<file path="src/rtl/control_unit.sv">
// Multi-cycle instruction sequencer for the K&S core: walks FETCH/DECODE/execute states,
// drives the data-path strobes combinationally and counts retired instructions.
package k_and_s_pkg;
    typedef enum logic [4:0] {
        I_NOP    = 5'd0,
        I_LOAD   = 5'd1,
        I_STORE  = 5'd2,
        I_MOVE   = 5'd3,
        I_ADD    = 5'd4,
        I_SUB    = 5'd5,
        I_AND    = 5'd6,
        I_OR     = 5'd7,
        I_BRANCH = 5'd8,
        I_BZERO  = 5'd9,
        I_BNZERO = 5'd10,
        I_BNEG   = 5'd11,
        I_BNNEG  = 5'd12,
        I_BOV    = 5'd13,
        I_BNOV   = 5'd14,
        I_HALT   = 5'd15
    } decoded_instruction_type;

    typedef enum logic [2:0] {
        S_FETCH   = 3'd0,
        S_DECODE  = 3'd1,
        S_LOAD_1  = 3'd2,
        S_LOAD_2  = 3'd3,
        S_STORE_1 = 3'd4,
        S_EXEC    = 3'd5,
        S_BRANCH  = 3'd6,
        S_HALT    = 3'd7
    } cu_state_t;
endpackage

module control_unit
    import k_and_s_pkg::*;
#(
    parameter int CNT_W = 16
) (
    input  logic             clk,
    input  logic             rst,
    control_unit_if.master   cu,
    output logic             ram_write_enable,
    output logic             halt,
    output logic [CNT_W-1:0] retired_count,
    output cu_state_t        state_dbg
);
    cu_state_t               state;
    cu_state_t               next_state;
    decoded_instruction_type instr;
    logic                    cond;
    logic                    retire;
    logic                    unused_flag;

    assign instr       = decoded_instruction_type'(cu.decoded_instruction);
    assign unused_flag = cu.unsigned_overflow;
    assign state_dbg   = state;

    always_comb begin
        cond = 1'b0;
        case (instr)
            I_BRANCH: cond = 1'b1;
            I_BZERO:  cond = cu.zero_op;
            I_BNZERO: cond = !cu.zero_op;
            I_BNEG:   cond = cu.neg_op;
            I_BNNEG:  cond = !cu.neg_op;
            I_BOV:    cond = cu.signed_overflow;
            I_BNOV:   cond = !cu.signed_overflow;
            default:  cond = 1'b0;
        endcase
    end

    // Unknown encodings fall back to FETCH and retire like a NOP.
    always_comb begin
        next_state = state;
        retire     = 1'b0;
        case (state)
            S_FETCH: next_state = S_DECODE;
            S_DECODE: begin
                case (instr)
                    I_LOAD:  next_state = S_LOAD_1;
                    I_STORE: next_state = S_STORE_1;
                    I_MOVE, I_ADD, I_SUB, I_AND, I_OR:
                             next_state = S_EXEC;
                    I_BRANCH, I_BZERO, I_BNZERO, I_BNEG, I_BNNEG, I_BOV, I_BNOV:
                             next_state = S_BRANCH;
                    I_HALT: begin
                        next_state = S_HALT;
                        retire     = 1'b1;
                    end
                    default: begin
                        next_state = S_FETCH;
                        retire     = 1'b1;
                    end
                endcase
            end
            S_LOAD_1: next_state = S_LOAD_2;
            S_LOAD_2, S_STORE_1, S_EXEC, S_BRANCH: begin
                next_state = S_FETCH;
                retire     = 1'b1;
            end
            S_HALT:  next_state = S_HALT;
            default: next_state = S_FETCH;
        endcase
    end

    // Strobes are forced low during reset so no write can slip through the reset cycle.
    always_comb begin
        cu.branch           = 1'b0;
        cu.pc_enable        = 1'b0;
        cu.ir_enable        = 1'b0;
        cu.addr_sel         = 1'b0;
        cu.c_sel            = 1'b0;
        cu.operation        = 2'b00;
        cu.write_reg_enable = 1'b0;
        cu.flags_reg_enable = 1'b0;
        ram_write_enable    = 1'b0;
        halt                = 1'b0;
        if (!rst) begin
            case (state)
                S_FETCH:  cu.ir_enable = 1'b1;
                S_DECODE: cu.pc_enable = 1'b1;
                S_LOAD_1: cu.addr_sel  = 1'b1;
                S_LOAD_2: begin
                    cu.addr_sel         = 1'b1;
                    cu.c_sel            = 1'b1;
                    cu.write_reg_enable = 1'b1;
                end
                S_STORE_1: begin
                    cu.addr_sel      = 1'b1;
                    ram_write_enable = 1'b1;
                end
                S_EXEC: begin
                    cu.write_reg_enable = 1'b1;
                    case (instr)
                        I_ADD: begin cu.operation = 2'b00; cu.flags_reg_enable = 1'b1; end
                        I_SUB: begin cu.operation = 2'b01; cu.flags_reg_enable = 1'b1; end
                        I_AND: begin cu.operation = 2'b10; cu.flags_reg_enable = 1'b1; end
                        I_OR:  begin cu.operation = 2'b11; cu.flags_reg_enable = 1'b1; end
                        I_MOVE: cu.operation = 2'b11;
                        default: cu.operation = 2'b00;
                    endcase
                end
                S_BRANCH: begin
                    cu.branch    = cond;
                    cu.pc_enable = cond;
                end
                S_HALT:  halt = 1'b1;
                default: ;
            endcase
        end
    end

    always_ff @(posedge clk) begin
        if (rst) begin
            state         <= S_FETCH;
            retired_count <= '0;
        end else begin
            state <= next_state;
            if (retire)
                retired_count <= retired_count + 1'b1;
        end
    end

    a_branch_pc: assert property (@(posedge clk) cu.branch |-> cu.pc_enable);
    a_wr_excl:   assert property (@(posedge clk) !(ram_write_enable && cu.write_reg_enable));
    a_ir_fetch:  assert property (@(posedge clk) cu.ir_enable |-> (state == S_FETCH));
endmodule

</file>
<file path="src/rtl/control_unit_if.sv">
// Data-path control interface between the K&S sequencer (master) and the data path (slave).
// The data path presents the IR decode and registered flags; the sequencer returns the control strobes.
interface control_unit_if;
    logic [4:0] decoded_instruction;
    logic       zero_op;
    logic       neg_op;
    logic       unsigned_overflow;
    logic       signed_overflow;
    logic       branch;
    logic       pc_enable;
    logic       ir_enable;
    logic       addr_sel;
    logic       c_sel;
    logic [1:0] operation;
    logic       write_reg_enable;
    logic       flags_reg_enable;

    modport master (
        input  decoded_instruction, zero_op, neg_op, unsigned_overflow, signed_overflow,
        output branch, pc_enable, ir_enable, addr_sel, c_sel, operation,
        output write_reg_enable, flags_reg_enable
    );

    modport slave (
        output decoded_instruction, zero_op, neg_op, unsigned_overflow, signed_overflow,
        input  branch, pc_enable, ir_enable, addr_sel, c_sel, operation,
        input  write_reg_enable, flags_reg_enable
    );
endinterface

</file>
<file path="src/flat_wrapper.sv">
// flat-port wrapper written by rule: the top's interface ports become plain ports
module control_unit_flat import k_and_s_pkg::*;
#(
    parameter int CNT_W = 16
)
  (clk, rst, ram_write_enable, halt, retired_count, state_dbg, cu_decoded_instruction, cu_zero_op, cu_neg_op, cu_unsigned_overflow, cu_signed_overflow, cu_branch, cu_pc_enable, cu_ir_enable, cu_addr_sel, cu_c_sel, cu_operation, cu_write_reg_enable, cu_flags_reg_enable);
  control_unit_if cu_i ();
  input  logic clk;
  input  logic rst;
  output logic ram_write_enable;
  output logic halt;
  output logic [CNT_W-1:0] retired_count;
  output cu_state_t state_dbg;
  input wire logic [$bits(cu_i.decoded_instruction)-1:0] cu_decoded_instruction;
  input wire logic [$bits(cu_i.zero_op)-1:0] cu_zero_op;
  input wire logic [$bits(cu_i.neg_op)-1:0] cu_neg_op;
  input wire logic [$bits(cu_i.unsigned_overflow)-1:0] cu_unsigned_overflow;
  input wire logic [$bits(cu_i.signed_overflow)-1:0] cu_signed_overflow;
  output wire logic [$bits(cu_i.branch)-1:0] cu_branch;
  output wire logic [$bits(cu_i.pc_enable)-1:0] cu_pc_enable;
  output wire logic [$bits(cu_i.ir_enable)-1:0] cu_ir_enable;
  output wire logic [$bits(cu_i.addr_sel)-1:0] cu_addr_sel;
  output wire logic [$bits(cu_i.c_sel)-1:0] cu_c_sel;
  output wire logic [$bits(cu_i.operation)-1:0] cu_operation;
  output wire logic [$bits(cu_i.write_reg_enable)-1:0] cu_write_reg_enable;
  output wire logic [$bits(cu_i.flags_reg_enable)-1:0] cu_flags_reg_enable;
  assign cu_i.decoded_instruction = cu_decoded_instruction;
  assign cu_i.zero_op = cu_zero_op;
  assign cu_i.neg_op = cu_neg_op;
  assign cu_i.unsigned_overflow = cu_unsigned_overflow;
  assign cu_i.signed_overflow = cu_signed_overflow;
  assign cu_branch = cu_i.branch;
  assign cu_pc_enable = cu_i.pc_enable;
  assign cu_ir_enable = cu_i.ir_enable;
  assign cu_addr_sel = cu_i.addr_sel;
  assign cu_c_sel = cu_i.c_sel;
  assign cu_operation = cu_i.operation;
  assign cu_write_reg_enable = cu_i.write_reg_enable;
  assign cu_flags_reg_enable = cu_i.flags_reg_enable;
  control_unit #(.CNT_W(CNT_W)) u_core (.clk(clk), .rst(rst), .cu(cu_i), .ram_write_enable(ram_write_enable), .halt(halt), .retired_count(retired_count), .state_dbg(state_dbg));
endmodule
</file>
<file path="config.mk">
export PLATFORM = sky130hd
export DESIGN_NAME = control_unit_flat
export DESIGN_NICKNAME = d
export VERILOG_FILES = /design/src/rtl/control_unit.sv /design/src/rtl/control_unit_if.sv /design/src/flat_wrapper.sv
export SDC_FILE = /design/constraint.sdc
export NUM_CORES = 1
export LEC_CHECK = 0
export ABC_AREA = 1
export ABC_CLOCK_PERIOD_IN_PS = 2900
export BUFFER_PORTS_ARGS = -buffer_cell sky130_fd_sc_hd__buf_2
export CAP_MARGIN = 30
export CORE_ASPECT_RATIO = 0.75
export CORE_MARGIN = 2
export CORE_UTILIZATION = 55
export DETAILED_ROUTE_END_ITERATION = 16
export PLACE_DENSITY = 0.83
export SLEW_MARGIN = 10
export SYNTH_ARGS = -nofsm -noshare
export SYNTH_HDL_FRONTEND = slang
export SYNTH_SLANG_ARGS = --single-unit
</file>
<file path="constraint.sdc">
create_clock -name clk -period 2.9 [get_ports clk]
set_clock_uncertainty 0.2 [all_clocks]
set_input_delay 0.58 -clock clk [delete_from_list [all_inputs] [get_ports clk]]
set_output_delay 0.58 -clock clk [all_outputs]
set_load 0.005 [all_outputs]
</file>
==> summary.txt <==
Routing
  – Wire length per cell: approximately 12 um
  – Via-per-instance ratio: ~5.3
  – Initial DRC Count: around 120
  – Post-Route WL: 3520 um
  – Initial DRT Pass Iterations: 5
  – DRC viols: 0
  – Remaining antenna violation count after routing: 0
  – Vias: between 1500 and 2000

Pwr
  – Int Power: roughly 0.36 mW
  – Reg power frac: 0.517
  – P_sw: 0.180 mW
  – Comb pwr share: 0.228
  – Switching share of power: 0.333
  – LEAKAGE: between 0.7 and 0.8 nW
  – PD cells: about 320 nW/um^2
  – Clock share of power: 0.255
  – Max IR drop VDD: 0.257 mV

Timing
  – Fmax: 420 MHz
  – Setup_tns: 0 ns
  – Min Tclk post-route: 2.38 ns
  – RSZ-0062 raised after global routing: false
  – Final count of pins violating max slew: 0
  – Final worst-path cycle share: 0.821
  – Slew Limit Headroom: 0.712
  – Worst setup margin: 0.520 ns
  – Hold Vio Cnt, Final: 0
  – # setup viols final: 0
  – Tightest Pin Transition: approximately 0.43 ns

Placed design
  – Number of port buffers: 39
  – HPWL after DPL: roughly 2700 um
  – Pre-CTS setup slack: between 0.6 and 0.7 ns
  – Final GP Congestion: around 0.86

Floorplan
  – Num ports: 41
  – Die area: between 3000 and 4000 um^2
  – Core box area: between 2000 and 3000 um^2
  – # rows: 16
  – Die Ht: between 40 and 50 um
  – Die width: approximately 63 um
  – Starting Density: 0.569

Critical path
  – Required time worst endpoint: between 2 and 2.5 ns
  – Max incr delay on CP: between 0.4 and 0.5 ns
  – Crit-path leading delay family: simple AND/OR/NAND/NOR gates
  – CP Launch Type: flip-flop
  – Worst Path Arrival: ~1.6 ns
  – Crit Path Category: reg -> out
  – Worst path bufs/invs: 2
  – Crit path max fanout: 6
  – CP cell instances: inv_2 -> nor2_1 -> nand3_1 -> nor4_1 -> buf_2
  – CP endpoint kind: primary output
  – Slowest cell on crit path: dfxtp_1

Clocking
  – Post-CTS Hold Buffers: 0
  – CTS clk-pin slew, worst paths: 0.10 ns
  – CTS tree: built
  – Root Buffer: clkbuf_4
  – Setup bufs post-CTS: 0
  – Sink Count: 19
  – CTS buffer count: 3
  – Post-cts resize count: 0
  – # H-tree levels: 1
  – Clock Path Buffers: 2
  – Clock latency at the later pin of the worst-skew pair: ~0.30 ns

Status
  – Status: finished clean

Layout
  – Antenna cell count: 0
  – Fraction of final layout cells with drive strength greater than 1: 0.284
  – Nets@finish: approximately 270
  – Area Growth Syn to Fin: 15.0%

GRT
  – Initial antenna violation count: 0
  – Remaining Overflow, GRT: 0
  – Total Routing Usage GR: 0.239
  – Vias in the first global route: around 1300
  – Largest net degree at the start of global routing: 19
  – First-pass GRT wire length: 6030 um

Synth
  – #FFs+latches synth: 19
  – Syn Area/Cell: between 6 and 7 um^2
  – Yosys warning count: 0
  – Post-synthesis instance total: between 200 and 250
  – Post-synthesis cell type count: 30
  – Mapped Nets: 236
  – Sequential share of the synthesized area: 0.261
  – Mapped cell area: 1460 um^2

Min path
  – Hold Crit Class: reg -> reg

Job
  – Max Cap Viol: 0
[cells in the final DEF (no fill, tap or decap), types with 2 or more instances in the layout]
cell type  instances
inv_1             15
a21oi_1           13
a21oi_2           10
inv_2              3
xor2_1             5
nor3_1             5
nand2_4            2
nand3_1           30
nand2_2           11
clkbuf_4           3
nor2_4             2
o21ai_0            5
xnor2_1            4
nor2_1            24
nor4_1             2
buf_2             39
nor2_2             2
nand4_1            4
o211ai_1           2
nand3b_1           2
nand2_1           51
dfxtp_1           19
and2_1             2
[final timing paths]
check / startpoint / endpoint / slack [ns] / depth (start not counted)
worst min register to register: u_core.retired_count[15] / u_core.retired_count[15] / 0.34 / 2
worst min-delay path: u_core.retired_count[15] / u_core.retired_count[15] / 0.34 / 2
worst max register to register: u_core.state_dbg[0] / u_core.retired_count[14] / 1.05 / 8
worst max-delay path: u_core.state_dbg[2] / cu_flags_reg_enable / 0.52 / 5
[synth_stat cells, drive strengths merged]
master	instances	area, um^2
nand3b	2	15.0
nor3	5	25.0
and2	2	12.5
ha	1	12.5
nand4	4	25.0
and3	1	6.26
o211ai	2	15.0
o21ai	5	25.0
nand2	64	283
a21oi	23	153
a211oi	1	7.51
nand3	31	160
nor2	28	125
clkbuf	3	11.3
dfxtp	19	380
xor2	5	43.8
nor4	2	12.5
buf	4	43.8
inv	18	67.6
xnor2	4	35.0
[through the flow]
stage          hold WS, ns  utilization  total power [mW]  area (um^2)  std cells
2_1_floorplan        0.310            -             0.383         1460        224
3_3_place_gp         0.312        0.645             0.406         1650        293
3_5_place_dp         0.338        0.645             0.408         1650        293
4_1_cts              0.353        0.655             0.543         1680        297
5_1_grt              0.377        0.655             0.563         1680        297
6_report             0.345        0.655             0.541         1680        297
[metal layers]
layer / track usage / vias to the layer above / wire length [um]
li1: - / 812 / -
met1: 0.364 / 700 / 1800
met2: 0.354 / 63 / 1420
met3: 0.0512 / 2 / 279
met4: 0.0326 / 0 / 14
met5: 0 / - / 0
[registers in the layout, indices dropped and copies added (netlist names)]
register              cells
u_core.state_dbg          3
u_core.retired_count     16
[power by group through the flow]
stage / clock [mW] / combinational [mW] / sequential [mW]
after floorplan: 0 / 0.0988 / 0.285
after global placement: 0 / 0.120 / 0.286
after detailed placement: 0 / 0.122 / 0.286
after CTS: 0.140 / 0.123 / 0.280
after global routing: 0.143 / 0.138 / 0.282
final: 0.138 / 0.123 / 0.280
[tightest hold or removal path, delay by kind of cell (launching register included)]
family | cells | cell delay (ns)
AO/OA/AOI/OAI | 1 | 0.06
flip-flops | 1 | 0.35
AND/OR/NAND/NOR | 1 | 0.10
[cell families (layout without fill, tap and decap cells)]
kind of cell,count (synthesis),after routing,synth area share
XOR/XNOR,9,9,0.0540
flip-flops,19,19,0.261
buffers and inverters,25,62,0.0840
AO/OA/AOI/OAI,31,31,0.137
AND/OR/NAND/NOR,139,139,0.455
adder cells (fa/ha/maj),1,1,0.00857
[area by class of cell]
class / instances / area (um^2)
Fill cell: 261 / 885
Sequential cell: 19 / 380
Inverter: 18 / 67.6
Tap cell: 36 / 45.0
Clock buffer: 4 / 26.3
Multi-Input combinational cell: 180 / 956
Timing Repair Buffer: 40 / 203
(Power assumes the default switching activity.)
